### config.mk
export PLATFORM = sky130hd
export DESIGN_NAME = gout_monitor
export DESIGN_NICKNAME = d
export VERILOG_FILES = /design/src/rtl/gout_monitor.sv
export SDC_FILE = /design/constraint.sdc
export NUM_CORES = 1
export LEC_CHECK = 0
export BUFFER_PORTS_ARGS = -buffer_cell sky130_fd_sc_hd__buf_2
export CORE_MARGIN = 2
export CORE_UTILIZATION = 45
export DETAILED_ROUTE_END_ITERATION = 8
export GPL_TIMING_DRIVEN = 0
export PLACE_DENSITY_LB_ADDON = 0.25
export SYNTH_ARGS = -nofsm -noshare
export SYNTH_HDL_FRONTEND = slang
export SYNTH_SLANG_ARGS = --single-unit
### constraint.sdc
create_clock -name CLK -period 6.3 [get_ports CLK]
set_input_delay 0.63 -clock CLK [delete_from_list [all_inputs] [get_ports CLK]]
set_output_delay 0.63 -clock CLK [all_outputs]
set_load 0.05 [all_outputs]
### src/rtl/gout_monitor.sv
// Change logger for the selevy core's 4-bit general output: every change of
// gout (while enabled) is queued as a {timestamp, value} entry in a show-ahead FIFO.
module gout_monitor #(
  parameter int DEPTH    = 8,
  parameter int TS_WIDTH = 12
) (
  input  logic                      CLK,
  input  logic                      reset,
  input  logic                      en,
  input  logic [3:0]                gout,
  input  logic                      rd_en,
  output logic [TS_WIDTH+3:0]       rd_data,
  output logic                      rd_valid,
  output logic [$clog2(DEPTH):0]    count,
  output logic                      overflow,
  input  logic                      ovf_clr
);

  localparam int AW = $clog2(DEPTH);
  localparam int EW = TS_WIDTH + 4;
  localparam logic [AW:0]          FULL_COUNT = (AW+1)'(DEPTH);
  localparam logic [AW:0]          CNT_ONE    = (AW+1)'(1);
  localparam logic [AW-1:0]        PTR_ONE    = AW'(1);
  localparam logic [TS_WIDTH-1:0]  TS_ONE     = TS_WIDTH'(1);

  logic [TS_WIDTH-1:0] ts_q, ts_d;
  logic [3:0]          gout_q, gout_d;
  logic [AW-1:0]       wr_ptr_q, wr_ptr_d;
  logic [AW-1:0]       rd_ptr_q, rd_ptr_d;
  logic [AW:0]         count_q, count_d;
  logic                rd_valid_q, rd_valid_d;
  logic                ovf_q, ovf_d;

  logic                push, pop, full, wr, drop;

  logic [EW-1:0]       mem [DEPTH];

  always_comb begin
    push     = en && (gout != gout_q);
    pop      = rd_en && rd_valid_q;
    full     = (count_q == FULL_COUNT);
    // A pop in the same cycle frees the slot, so a full FIFO still accepts the push.
    wr       = push && (!full || pop);
    drop     = push && full && !pop;

    ts_d     = ts_q + TS_ONE;
    gout_d   = gout;
    wr_ptr_d = wr  ? wr_ptr_q + PTR_ONE : wr_ptr_q;
    rd_ptr_d = pop ? rd_ptr_q + PTR_ONE : rd_ptr_q;

    count_d  = count_q;
    case ({wr, pop})
      2'b10:   count_d = count_q + CNT_ONE;
      2'b01:   count_d = count_q - CNT_ONE;
      default: count_d = count_q;
    endcase
    rd_valid_d = (count_d != '0);

    // Set has priority over clear so a drop is never lost.
    if (drop) begin
      ovf_d = 1'b1;
    end else if (ovf_clr) begin
      ovf_d = 1'b0;
    end else begin
      ovf_d = ovf_q;
    end
  end

  always_ff @(posedge CLK or negedge reset) begin
    if (!reset) begin
      ts_q       <= '0;
      gout_q     <= '0;
      wr_ptr_q   <= '0;
      rd_ptr_q   <= '0;
      count_q    <= '0;
      rd_valid_q <= 1'b0;
      ovf_q      <= 1'b0;
    end else begin
      ts_q       <= ts_d;
      gout_q     <= gout_d;
      wr_ptr_q   <= wr_ptr_d;
      rd_ptr_q   <= rd_ptr_d;
      count_q    <= count_d;
      rd_valid_q <= rd_valid_d;
      ovf_q      <= ovf_d;
    end
  end

  always_ff @(posedge CLK) begin
    if (wr) begin
      mem[wr_ptr_q] <= {ts_q, gout};
    end
  end

  assign rd_data  = rd_valid_q ? mem[rd_ptr_q] : '0;
  assign rd_valid = rd_valid_q;
  assign count    = count_q;
  assign overflow = ovf_q;

endmodule
==> impl_metrics.json <==
{
  "worst_clock_skew_ns": 0.00855,
  "final_layout_size_suffix_gt1_frac": 0.293,
  "antenna_left": 0,
  "cts_buffer_depth": 2,
  "max-cap-violations": 0,
  "insertion_delay_ns": 0.42,
  "drt_iter0_drc": 217,
  "core.rowCount": 43,
  "portBuffers": 30,
  "die_area_mm2": 0.0151,
  "grt_usage": 0.167,
  "worst_slack_ns": 3.45,
  "min_path_type": "in2async",
  "wl_um": 11300,
  "fillers": 1087,
  "leakagePower_uw": 0.00267,
  "critPathCaptureType": "flip-flop",
  "slew_headroom": 0.348,
  "tightest_slew_ns": 0.973,
  "cts_tree": "built",
  "insertedDiodeCount": 0,
  "cp-start-kind": "flip-flop",
  "clock-sinks": 156,
  "post-place-ws_ns": 3.30,
  "synth-seq-cells": 156,
  "rsz0062_at_grt": "no",
  "fin_crit_sh": 0.452,
  "start_util": 0.459,
  "drc": 0,
  "fin_nets": 401,
  "crit_chain": "and2_4 -> buf_6 -> nor4_4 -> nor2b_4 -> nand2_4 -> ha_1 -> xor2_1 -> ha_1 -> a21oi_1 -> xor2_1 -> nor2_1 -> xor2_1 -> a211o_1",
  "power.density_mw_per_mm2": 511,
  "grt_max_degree": 29,
  "dp_hpwl_um": 7490,
  "ios": 31,
  "syn_avg_cell_area_um2": 19.4,
  "drv_slew": 0,
  "tns_ns": 0,
  "fmax_ghz": 0.351,
  "fp.dieH_um": 123,
  "drtPass1Iterations": 4,
  "report.final.setup_viol": 0,
  "crit_top_cell": "xor2_1",
  "cts_max_level": 4,
  "netlist_area_mm2": 0.00638,
  "routabilityCongestion": 0.778,
  "post_cts_buffers": 0,
  "hold_viol": 0,
  "crit_type": "reg2reg",
  "syn2layout_area_growth_pct": 17.0,
  "core_area_mm2": 0.0139,
  "grt_first_pass_wirelength_um": 17800,
  "die_w_um": 123,
  "arrival_ns": 3.15,
  "cp_max_fo": 9,
  "syn_inst": 329,
  "grt_pass1_vias": 3133,
  "cts.clk_slew.worst_paths_ns": 0.06,
  "crit_slowest_cell": "dfrtp_1",
  "antenna_found_initial": 0,
  "vias": 3062,
  "ctsRootBufferMaster": "clkbuf_16",
  "cp.required_ns": 6.60,
  "ys_warn_count": 0,
  "slowest_delay_ns": 0.48,
  "yosysSeqAreaShare": 0.713,
  "routedWlPerCell_um": 19.5,
  "vias_per_cell": 5.29,
  "gr-total-overflow": 0,
  "period_needed_ns": 2.85,
  "cts.repair.resized": 0,
  "synth_fp_nets": 344,
  "ys_types": 39,
  "postCtsHoldBufs": 0,
  "cts_inserted_buffers": 17,
  "status": "finished, final reports clean",
  "worst_ir_drop_vdd_v": 0.000269
}
[critical path, delay by kind of cell (launching register included)]
family | cells | cell delay [ns]
fa+ha+maj | 2 | 0.46
flops | 1 | 0.48
xor+xnor | 3 | 0.45
buf+inv | 1 | 0.13
simple gates | 5 | 0.77
compound gates | 2 | 0.43
[registers in the layout, summed over array words and instances (netlist names)]
name      count
count         4
gout_q        4
mem         128
overflow      1
rd_ptr_q      3
rd_valid      1
ts_q         12
wr_ptr_q      3
[layer usage]
metal	up-vias	track usage	wire length (um)
li1	1398	-	-
met1	1603	0.215	4820
met2	49	0.278	5960
met3	12	0.0415	358
met4	0	0.0597	146
met5	-	0	0
[cell usage in the layout, fill, tap and decap left out, drive strengths merged, types with 2 or more instances in the layout]
cell type | synthesis | final
mux4 | 32 | 32
a21oi | 3 | 3
mux2 | 2 | 2
xor2 | 9 | 9
edfxtp | 128 | 128
o21ai | 2 | 2
nand4 | 2 | 2
nor2b | 17 | 17
mux2i | 18 | 18
nor2 | 12 | 12
ha | 6 | 6
buf | 10 | 48
nand2b | 4 | 4
clkbuf | 5 | 26
xnor2 | 14 | 14
nand3 | 6 | 6
clkinv | 0 | 7
dfrtp | 28 | 28
inv | 3 | 3
bufinv | 0 | 2
clkinvlp | 0 | 2
nor3 | 5 | 5
nand2 | 14 | 14
[area by class of cell]
class | count | area, um^2 | area share
sequential | 156 | 4540 | 0.609
multi-input combinational | 155 | 1680 | 0.225
clock buffer | 21 | 440 | 0.0590
timing repair buffer | 38 | 270 | 0.0362
tap | 180 | 225 | 0.0302
buffer | 15 | 169 | 0.0226
clock inverter | 11 | 121 | 0.0163
inverter | 3 | 11.3 | 0.00151
[logic make-up after synthesis]
group           Yosys count  share of synthesized area
mux                      52                      0.150
compound gates            8                    0.00765
flops                   156                      0.713
xor+xnor                 23                     0.0316
simple gates             66                     0.0581
buf+inv                  18                     0.0283
fa+ha+maj                 6                     0.0118
[power by group]
part	total, uW	internal [uW]	switching [uW]
clock	966	581	385
sequential	1340	1270	63.9
combinational	1510	557	956
[synthesized netlist by cell type, drive strengths merged]
cell | instances | share of area
edfxtp | 128 | 0.60
mux4 | 32 | 0.12
dfrtp | 28 | 0.11
mux2i | 18 | 0.028
nor2b | 17 | 0.018
nand2 | 14 | 0.0094
xnor2 | 14 | 0.019
nor2 | 12 | 0.0071
buf | 10 | 0.019
xor2 | 9 | 0.012
ha | 6 | 0.012
nand3 | 6 | 0.0047
clkbuf | 5 | 0.0077
nor3 | 5 | 0.0039
nand2b | 4 | 0.0039
a21oi | 3 | 0.0024
inv | 3 | 0.0018
mux2 | 2 | 0.0041
nand4 | 2 | 0.0020
o21ai | 2 | 0.0016
a211o | 1 | 0.0014
a21boi | 1 | 0.0012
a22oi | 1 | 0.0012
and2 | 1 | 0.0014
and3 | 1 | 0.00098
nand3b | 1 | 0.0012
nor4 | 1 | 0.0033
nor4b | 1 | 0.0014
or2 | 1 | 0.00098
[through the flow]
stage	util	hold WS [ns]	cell area, um^2	power [uW]	cells
after global placement	0.486	0.475	6750	2830	539
after CTS	0.538	0.263	7460	3860	579
after detailed placement	0.497	0.496	6900	2900	547
final	0.538	0.252	7460	3820	579
after global routing	0.538	0.293	7460	4000	579
after floorplan	-	0.334	6380	2520	329
[final timing paths]
path / startpoint / to / slack (ns) / depth (start not counted)
worst max register to register: rd_valid / rd_valid / 3.45 / 13
min in group CLK: ovf_clr / overflow / 0.41 / 2
worst min register to register: wr_ptr_q[2] / wr_ptr_q[2] / 0.50 / 1
worst min-delay path: reset / count[1] / 0.25 / 1
max in group asynchronous: reset / ts_q[3] / 5.59 / 1
worst max-delay path: rd_valid / rd_valid / 3.45 / 13
Power figures use the tool's default switching activity.
